===== src/rtl/membrane_rmw_ctrl.sv =====
// membrane_rmw_ctrl: pipelined read-modify-write of packed saturating potentials in a dual-port BRAM, plus a full-memory zero sweep.
// Ports:
//   clk, rst                    clock, asynchronous active-high reset
//   req_valid/req_ready         update handshake; req_addr word address, req_delta LANES signed deltas
//   clear_start, busy           start a zero sweep of every address; busy while sweeping
//   done_valid, done_addr       one-cycle strobe per committed update write
//   bram_*_a                    read port (1-cycle registered read, read-first)
//   bram_*_b                    write port
module membrane_rmw_ctrl #(
    parameter int DATA_WIDTH = 36,
    parameter int ADDR_WIDTH = 11,
    parameter int POT_WIDTH  = 9
) (
    input  logic                  clk,
    input  logic                  rst,
    input  logic                  req_valid,
    output logic                  req_ready,
    input  logic [ADDR_WIDTH-1:0] req_addr,
    input  logic [DATA_WIDTH-1:0] req_delta,
    input  logic                  clear_start,
    output logic                  busy,
    output logic                  done_valid,
    output logic [ADDR_WIDTH-1:0] done_addr,
    output logic                  bram_en_a,
    output logic                  bram_we_a,
    output logic [ADDR_WIDTH-1:0] bram_addr_a,
    input  logic [DATA_WIDTH-1:0] bram_dout_a,
    output logic                  bram_en_b,
    output logic                  bram_we_b,
    output logic [ADDR_WIDTH-1:0] bram_addr_b,
    output logic [DATA_WIDTH-1:0] bram_din_b
);
    localparam int LANES = DATA_WIDTH / POT_WIDTH;

    generate
        if (DATA_WIDTH % POT_WIDTH != 0) begin : g_bad_width
            $error("DATA_WIDTH must be a multiple of POT_WIDTH");
        end
    endgenerate

    typedef enum logic {ACTIVE, CLEAR} state_t;

    state_t                state, state_nxt;
    logic                  s1_valid, wb_valid, accept;
    logic [ADDR_WIDTH-1:0] s1_addr, wb_addr, cnt;
    logic [DATA_WIDTH-1:0] s1_delta, wb_data, old_word, new_word;
    logic [POT_WIDTH:0]    sum;

    // WB forwards the most recent write, covering the word whose read was
    // suppressed (same address as S1) or that was written after it was read.
    always_comb begin
        old_word = (wb_valid && wb_addr == s1_addr) ? wb_data : bram_dout_a;
        new_word = '0;
        sum      = '0;
        for (int i = 0; i < LANES; i++) begin
            sum = {old_word[i*POT_WIDTH+POT_WIDTH-1], old_word[i*POT_WIDTH +: POT_WIDTH]}
                + {s1_delta[i*POT_WIDTH+POT_WIDTH-1], s1_delta[i*POT_WIDTH +: POT_WIDTH]};
            // top two bits differing means overflow; the sign bit picks the rail
            new_word[i*POT_WIDTH +: POT_WIDTH] = (sum[POT_WIDTH] == sum[POT_WIDTH-1])
                ? sum[POT_WIDTH-1:0] : {sum[POT_WIDTH], {(POT_WIDTH-1){~sum[POT_WIDTH]}}};
        end
    end

    always_comb begin
        state_nxt   = state;
        req_ready   = 1'b0;
        busy        = 1'b0;
        done_valid  = 1'b0;
        done_addr   = '0;
        bram_we_b   = 1'b0;
        bram_addr_b = '0;
        bram_din_b  = '0;
        if (state == ACTIVE) begin
            req_ready   = !rst && !clear_start;
            bram_we_b   = s1_valid;
            bram_addr_b = s1_valid ? s1_addr : '0;
            bram_din_b  = s1_valid ? new_word : '0;
            done_valid  = s1_valid;
            done_addr   = s1_valid ? s1_addr : '0;
            state_nxt   = (clear_start && !rst) ? CLEAR : ACTIVE;
        end else begin
            busy        = 1'b1;
            bram_we_b   = 1'b1;
            bram_addr_b = cnt;
            state_nxt   = (&cnt) ? ACTIVE : CLEAR;
        end
        accept      = req_valid && req_ready;
        bram_en_a   = accept && !(s1_valid && req_addr == s1_addr);
        bram_we_a   = 1'b0;
        bram_addr_a = req_ready ? req_addr : '0;
        bram_en_b   = bram_we_b;
    end

    always_ff @(posedge clk or posedge rst) begin
        if (rst) begin
            state    <= ACTIVE;
            s1_valid <= 1'b0;
            s1_addr  <= '0;
            s1_delta <= '0;
            wb_valid <= 1'b0;
            wb_addr  <= '0;
            wb_data  <= '0;
            cnt      <= '0;
        end else begin
            state    <= state_nxt;
            s1_valid <= accept;
            if (accept) begin
                s1_addr  <= req_addr;
                s1_delta <= req_delta;
            end
            wb_valid <= (state == ACTIVE && state_nxt == CLEAR) ? 1'b0 : bram_we_b;
            if (bram_we_b) begin
                wb_addr <= bram_addr_b;
                wb_data <= bram_din_b;
            end
            cnt <= (state == CLEAR && state_nxt == CLEAR) ? cnt + 1'b1 : '0;
        end
    end
endmodule


===== config.mk =====
export PLATFORM = sky130hd
export DESIGN_NAME = membrane_rmw_ctrl
export DESIGN_NICKNAME = d
export VERILOG_FILES = /design/src/rtl/membrane_rmw_ctrl.sv
export SDC_FILE = /design/constraint.sdc
export NUM_CORES = 1
export LEC_CHECK = 0
export ABC_AREA = 1
export BUFFER_PORTS_ARGS = -buffer_cell sky130_fd_sc_hd__buf_2
export CORE_MARGIN = 2
export CORE_UTILIZATION = 45
export DETAILED_ROUTE_END_ITERATION = 8
export GPL_ROUTABILITY_DRIVEN = 0
export PLACE_DENSITY_LB_ADDON = 0.2
export SKIP_LAST_GASP = 1
export SLEW_MARGIN = 20
export SYNTH_ARGS = -nofsm -noshare
export SYNTH_HDL_FRONTEND = slang
export SYNTH_SLANG_ARGS = --single-unit
export TNS_END_PERCENT = 100

===== constraint.sdc =====
create_clock -name clk -period 7.8 [get_ports clk]
set_clock_uncertainty 0.15 [all_clocks]
set_input_delay 1.56 -clock clk [delete_from_list [all_inputs] [get_ports clk]]
set_output_delay 1.56 -clock clk [all_outputs]
set_load 0.02 [all_outputs]

======== Word level (Yosys, flattened, before mapping) ========
Cells that the tools add are included.
word-level totals
  output and inout bits ................... 76
  word-level logic and storage cells ...... 56
  register bits after elaboration ......... 108
  bits of input ports ..................... 87
operators by class
  eq/ne operators ......................... 6
  add/subtract/negate cells ............... 5
  bitwise operators ....................... 5
  mux-type cells .......................... 20
  reduce and logical (&&, ||, !) cells .... 12
operators with widths
  operator                                                         number
  36-bit two-way mux                                               3
  11-bit two-way mux                                               5
  9-bit by 9-bit adder with 10-bit output                          4
  9-bit two-way mux                                                4
  11-bit == test                                                   2
  11-bit by 1-bit adder with 11-bit output, second input constant  1
  11-bit AND reduction                                             1
  1-bit logical AND                                                8
  1-bit two-way mux                                                8
  1-bit NOT                                                        5
  1-bit == test                                                    4
  1-bit logical NOT                                                3

======== Logic depth before layout (Yosys ltp) ========
Gate-level depths: netlist of the first run.
  depth after elaboration ................. 8
  depth in mapped cells ................... 26
  depth with buffers taken out ............ 25

======== Worst setup path before layout of the first run ========
Ideal clock, no wire load.
  path kind ............................... input to output
  start ................................... input port bram_dout_a[18]
  end ..................................... output port bram_din_b[18]
  cell stages on the path ................. 14
  path slack .............................. 2250 ps
  arrival time ............................ 3840 ps
  buffers on the path ..................... 0
  cells stage by stage .................... nand2_1 nand2_1 ha_1 fa_1 a21oi_1 o21ai_0 nand4_1 nand3_1 xor2_1 inv_1 ha_1 nand3_2 nand2_1 nor2_1
between the ends
  cells in the longest elaborated chain, start to end .. 6
  elaborated cells between the ends (all ways) .. 7
  classes of those cells .................. add/sub: 1; eq/ne: 1; mux: 4; bitwise: 1
ends and longest elaborated chain
  item                                               RTL line  RTL
  start, declared                                    27        input logic [DATA_WIDTH-1:0] bram_dout_a,
  36-bit two-way mux (*)                             52        old_word = (wb_valid && wb_addr == s1_addr) ? wb_data : bram_dout_a;
  9-bit by 9-bit adder with 10-bit output (*)        57        + {s1_delta[i*POT_WIDTH+POT_WIDTH-1], s1_delta[i*POT_WIDTH +: POT_WIDTH]};
  1-bit == test / 1-bit NOT (equally long branches)  59, 60
  9-bit two-way mux (*)                              60        ? sum[POT_WIDTH-1:0] : {sum[POT_WIDTH], {(POT_WIDTH-1){~sum[POT_WIDTH]}}};
  36-bit two-way mux (*)                             77        bram_din_b = s1_valid ? new_word : '0;
  36-bit two-way mux (*)                             73        if (state == ACTIVE) begin
  end, declared                                      31        output logic [DATA_WIDTH-1:0] bram_din_b
Mark *: on every way between the ends. The rest lies on a longest branch, timed or not.

======== Final worst setup path of the first run ========
  start ................................... register s1_addr[5]
  end ..................................... output port bram_din_b[3]
between the ends
  cells in the longest elaborated chain, start to end .. 8
  elaborated cells between the ends (all ways) .. 9
  classes of those cells .................. add/sub: 1; eq/ne: 2; mux: 4; bitwise: 1; reduce/logical: 1
ends and longest elaborated chain
  item                                               RTL line  RTL
  start, declared                                    45        logic [ADDR_WIDTH-1:0] s1_addr, wb_addr, cnt;
  start signal, assigned                             108       s1_addr <= req_addr;
  11-bit == test (*)                                 52
  1-bit logical AND (*)                              52
  36-bit two-way mux (*)                             52
  9-bit by 9-bit adder with 10-bit output (*)        57
  1-bit == test / 1-bit NOT (equally long branches)  59, 60
  9-bit two-way mux (*)                              60
  36-bit two-way mux (*)                             77
  36-bit two-way mux (*)                             73
Marks and branches as above.

==> reports/qor.txt, run 1 <==
Syn Std Cell Area: 0.00732 sq mm
Setup bufs post-CTS: 0
Via-to-Cell Ratio: 5.07
FF-to-FF Start: s1_addr[5]
Post-CTS resize count: 0
Crit path to: bram_din_b[3]
Hold Vio Cnt, Final: 0
H-tree levels: 3
Highest clock rate: 0.151 GHz
Largest net degree at the start of global routing: 72
Comb pwr share: 0.367
Most frequent cells in the layout: nand2_1 (354), buf_2 (161), inv_1 (130), dfrtp_1 (108), nand3_1 (82)
Yosys warns: 0
Total negative slack: 0 ns
Layout cells sized above 1: 0.177
Asr flop ratio synth: 1.00
Pre-antenna DRT Iters: 8
Sequential share of power: 0.367
Layout area overhead: 17.6%
CTS tree: built
Unrepaired setup endpoints after global routing: no
PD cells: 217 mW/mm^2
Sink Count: 108
Total congestion overflow: 0
Clk network pwr share: 0.266
Final period util: 0.850
Die footprint: 0.0173 sq mm
Detailed Route WL: 20,900 um
Syn Area/Cell: 7.07 sq um
IO Count: 163
Clk pin slew, worst setup/hold paths: 0.09 ns
Main synth FF type: dfrtp_1
Distinct cells, synth: 39
VDD IR max: 0.139 mV
Die W: 132 um
CTS max path bufs: 2
DRC: 0
FF-to-FF setup slack: 3.19 ns
Die H: 132 um
Worst slew margin: 0.388
Slew Limit Fails: 0
Final core utilization: 0.542
Total clock buffers created by CTS: 9
N_diodes: 0
Detailed Place HPWL: 15,400 um
P_sw: 732 uW
Worst Path Max Fanout: 46
Rows: 46
Worst Setup SP: s1_addr[5]
Fin crit period: 6.63 ns
Post-synthesis sequential area ratio: 0.369
Effective utilization at floorplan: 0.461
Final setup viols: 0
Min-Delay Path Class: reg -> reg
Clk_lat worst skew: 0.37 ns
Worst path arrival time: 4.92 ns
Global-route wire length before repair: 34,100 um
FF+latch count, synth: 108
Initial DRC count: 470
Commonest non-fill, non-tap cell in the layout: nand2_1
Least-Margin Pin Slew: 0.917 ns
Post-synth EDFFs: 0
FILL cells: 1,678
Startpoint class of the critical path: register
Crit Path Class: reg -> out
Status: complete, no violations
I/O Buffers: 161
CP Data Required Time: 6.09 ns
Root Buffer: clkbuf_16
Register-to-Register Path Depth: 21
Routed len/inst: 14.9 um
Global Route Usage Sum: 0.241
Vias: 7,120
# hold bufs at CTS: 0
Antenna violations before repair: 0
Synth Instances: 1,035
R2R Path End: wb_data[19]
Int Power: 1140 uW
Vias in the first global route: 6,975
Nets@finish: 1,319
Core Box Area: 0.0159 sq mm
Number of routed nets with antenna violations: 0
CP Capture Type: primary output
Leak pwr: 0.00512 uW
Startpoint of the worst hold path: wb_data[34]
Sw Ratio: 0.392
Syn_nets: 1,170
# Max-Cap Violations: 0
routing by layer:
layer / global-route usage / routed length, um / vias to the layer above
li1: - / - / 3631
met1: 0.331 / 9890 / 3278
met2: 0.394 / 9700 / 172
met3: 0.0274 / 750 / 39
met4: 0.0882 / 548 / 0
met5: 0 / 0 / -
layout make-up:
| cell class | instances | area, sq um | area share |
|---|---|---|---|
| clock inverters | 7 | 87.6 | 0.0102 |
| repair buffers | 169 | 866 | 0.101 |
| flip-flops and latches | 108 | 2700 | 0.314 |
| inverters | 135 | 509 | 0.0592 |
| well taps | 216 | 270 | 0.0314 |
| clock buffers | 9 | 225 | 0.0262 |
| multi-input cells | 761 | 3940 | 0.458 |
metrics by stage:
| step | power (uW) | cell area (sq um) | worst slack, ns | cells | hold slack [ns] |
|---|---|---|---|---|---|
| 2_1_floorplan | 1200 | 7320 | 2.25 | 1035 | 0.300 |
| 3_3_place_gp | 1360 | 8290 | 1.73 | 1389 | 0.314 |
| 3_5_place_dp | 1380 | 8290 | 1.58 | 1389 | 0.321 |
| 4_1_cts | 1880 | 8600 | 1.16 | 1405 | 0.339 |
| 5_1_grt | 2000 | 8600 | 0.760 | 1405 | 0.363 |
| 6_report | 1870 | 8600 | 1.17 | 1405 | 0.339 |
power groups by stage:
stage,registers (uW),logic (uW),clock network [uW]
final,684,686,497
after global routing,694,775,528
after CTS,684,686,507
after detailed placement,694,683,0
after global placement,691,674,0
after floorplan,679,519,0
synth_stat cells, drive strengths merged (11+ instances only):
library cell,count,area (sq um)
ha,44,551
xor2,12,105
o21ai,47,265
dfrtp,108,2700
nand4,22,138
nand2,358,1360
clkbuf,11,41.3
buf,20,130
a21oi,35,175
o22ai,25,156
nor2,77,299
nor3,13,81.3
nand3,85,440
inv,135,507
state kept, by name, indices dropped and copies added (netlist names):
register	count
wb_valid	1
state	1
s1_valid	1
s1_delta	36
wb_data	36
s1_addr	11
wb_addr	11
cnt	11
cells by family (layout without fill, tap and decap cells):
logic type      Yosys count  after routing  synth area share
fa+ha+maj                48             48            0.0862
buf+inv                 166            320            0.0926
flops                   108            108             0.369
xor+xnor                 20             20            0.0239
other cells               1              1          0.000512
simple gates            563            563             0.324
compound gates          129            129             0.104
worst min-delay path by stage:
| stage | to | cells past startpoint | slack, ns |
|---|---|---|---|
| 2_1_floorplan | wb_data[27] | 2 | 0.30 |
| 3_3_place_gp | wb_data[31] | 2 | 0.31 |
| 3_5_place_dp | wb_data[34] | 2 | 0.32 |
| 4_1_cts | wb_data[30] | 2 | 0.34 |
| 5_1_grt | wb_data[31] | 2 | 0.36 |
| 6_report | wb_data[34] | 2 | 0.34 |
critical path, cell delays in order, from the launching register on:
cell	delay (ns)
dfrtp_1	0.40
inv_1	0.14
o22ai_1	0.10
nor2_1	0.09
nand4_1	0.13
nor2_4	0.10
buf_4	0.33
nand2_4	0.41
nand2_1	0.16
nand2_1	0.06
ha_1	0.24
fa_1	0.44
a21oi_1	0.16
o21ai_0	0.15
nand4_1	0.11
nand3_1	0.08
xor2_1	0.19
inv_1	0.07
ha_1	0.37
nand3_2	0.14
nand2_1	0.16
nor2_1	0.27
buf_2	0.22
No activity file was read; power rests on OpenSTA's default activity.
==> run 2, diff against run 1 <==
==> constraint.sdc (replaced) <==
create_clock -name clk -period 6.5 [get_ports clk]
set_clock_uncertainty 0.15 [all_clocks]
set_input_delay 1.3 -clock clk [delete_from_list [all_inputs] [get_ports clk]]
set_output_delay 1.3 -clock clk [all_outputs]
set_load 0.02 [all_outputs]
==> run 2 against run 1 <==
Against the previous run: cell area barely moved; setup slack got worse by 0.55 ns; non-clock buffer count rose by 1; clock power increased by 13%; worst hold slack lost 0.0032 ns; cell count grew 0.14%; core utilization about the same; critical path depth fell by 1; clock-buffer cell count did not move; critical path type unchanged; highest routed layer unchanged.
==> reports/qor.txt, run 2 (same netlist as run 1, synthesis figures left out) <==
Status: complete, no violations
Total congestion overflow: 0
Post-CTS resize count: 0
Sink Count: 108
Multi-input gate area: 0.00394 sq mm
Highest Signal Layer: met4
Clk pin slew, worst setup/hold paths: 0.08 ns
DRT met1 WL: 9500 um
Most frequent cells in the layout: nand2_1 (354), buf_2 (161), inv_1 (130), dfrtp_1 (108), nand3_1 (82)
Effective utilization at floorplan: 0.461
Pre-antenna DRT Iters: 5
FF-to-FF setup slack: 2.28 ns
Met2 routed WL: 9890 um
Final hold slack: 0.336 ns
Met3 routed WL: 899 um
VDD IR max: 0.153 mV
Vias: 7,084
FILL cells: 1,619
Global-route wire length before repair: 33,700 um
CP Data Required Time: 5.05 ns
DRC: 0
Layout cells sized above 1: 0.177
Largest net degree at the start of global routing: 63
I/O Buffers: 161
Core Box Area: 0.0159 sq mm
IO Count: 163
Rows: 46
Worst slew margin: 0.469
Global Route Usage Sum: 0.243
Die footprint: 0.0173 sq mm
Reg area: 0.00270 sq mm
CTS max path bufs: 2
Root Buffer: clkbuf_16
Slew Limit Fails: 0
Worst Path Max Fanout: 26
Via-to-Cell Ratio: 5.03
Die W: 132 um
Clk_lat worst skew: 0.37 ns
Startpoint class of the critical path: register
Commonest non-fill, non-tap cell in the layout: nand2_1
Detailed Route WL: 20,700 um
Unrepaired setup endpoints after global routing: no
Hold Vio Cnt, Final: 0
Least-Margin Pin Slew: 0.797 ns
Crit Path Class: reg -> out
Largest registers: s1_delta (36), wb_data (36)
Worst path arrival time: 4.43 ns
Vias in the first global route: 6,777
Final period util: 0.905
PD cells: 256 mW/mm^2
Detailed Place HPWL: 15,300 um
Total negative slack: 0 ns
Initial DRC count: 431
Antenna violations before repair: 1
Nets@finish: 1,320
Number of routed nets with antenna violations: 0
CTS tree: built
Total clock buffers created by CTS: 9
Setup bufs post-CTS: 0
# Max-Cap Violations: 0
Min-Delay Path Class: reg -> reg
Leak pwr: 0.00512 uW
Final setup viols: 0
Fin crit period: 5.88 ns
Routed len/inst: 14.7 um
CP Capture Type: primary output
# hold bufs at CTS: 0
Die H: 132 um
H-tree levels: 3
Layout area overhead: 17.5%
Highest clock rate: 0.170 GHz
[run 2: cell count changes in the layout (fill, tap and decap cells not counted)]
cell / delta
inv_6: +1
inv_8: -2
clkinv_8: +2
buf_4: +1
diode_2: +1
bufinv_16: -1
[run 2: per-layer routing]
| metal | GRT usage | up-vias |
|---|---|---|
| met1 | 0.317 | 3267 |
| met4 | 0.0725 | 0 |
| met5 | 0 | - |
| met2 | 0.408 | 166 |
| li1 | - | 3619 |
| met3 | 0.0463 | 32 |
[run 2: path summary, 6_finish.rpt]
| kind | depth (start not counted) | startpoint | end |
|---|---|---|---|
| worst max-delay path | 21 | s1_addr[5] | bram_din_b[21] |
| worst max register to register | 20 | s1_addr[5] | wb_data[9] |
| worst min-delay path | 2 | wb_data[7] | wb_data[7] |
| max in group asynchronous | 3 | rst | s1_delta[29] |
| min in group asynchronous | 2 | rst | wb_addr[8] |
| worst min register to register | 2 | wb_data[7] | wb_data[7] |
[run 2: per-stage QoR]
| stage | setup slack (ns) | utilization | total power, uW | std cells | instance area [sq um] |
|---|---|---|---|---|---|
| 4_1_cts | 0.624 | 0.541 | 2220 | 1406 | 8600 |
| 3_3_place_gp | 1.03 | 0.522 | 1640 | 1390 | 8300 |
| 3_5_place_dp | 0.989 | 0.522 | 1650 | 1390 | 8300 |
| 2_1_floorplan | 1.47 | - | 1440 | 1035 | 7320 |
| 5_1_grt | 0.187 | 0.542 | 2370 | 1407 | 8600 |
| 6_report | 0.619 | 0.542 | 2210 | 1407 | 8600 |
[run 2: critical path: stages, from the launching register on]
cell and delay (ns):
dfrtp_1 0.39, inv_1 0.16, o22ai_1 0.10, nor2_1 0.09, nand4_1 0.13, nor2_4 0.15
buf_4 0.34, nand3_1 0.11, nand2_1 0.09, ha_1 0.24, fa_1 0.29, a21oi_1 0.09
o21ai_0 0.29, nand4_1 0.13, nand3_1 0.12, xor2_1 0.19, inv_1 0.06, ha_1 0.40
nand3_2 0.16, nand2_1 0.19, nor2_1 0.15, buf_2 0.18
[run 2: layout make-up]
type / instances / share of cell area
flip-flops and latches: 108 / 0.314
clock buffers: 9 / 0.0262
well taps: 216 / 0.0314
clock inverters: 7 / 0.00887
diodes: 1 / 0.000291
multi-input cells: 761 / 0.458
inverters: 135 / 0.0592
repair buffers: 170 / 0.102
[run 2: power by group]
group          switching (uW)  internal (uW)
sequential               67.6            755
combinational             525            298
clock                     287            273
total                     880           1330
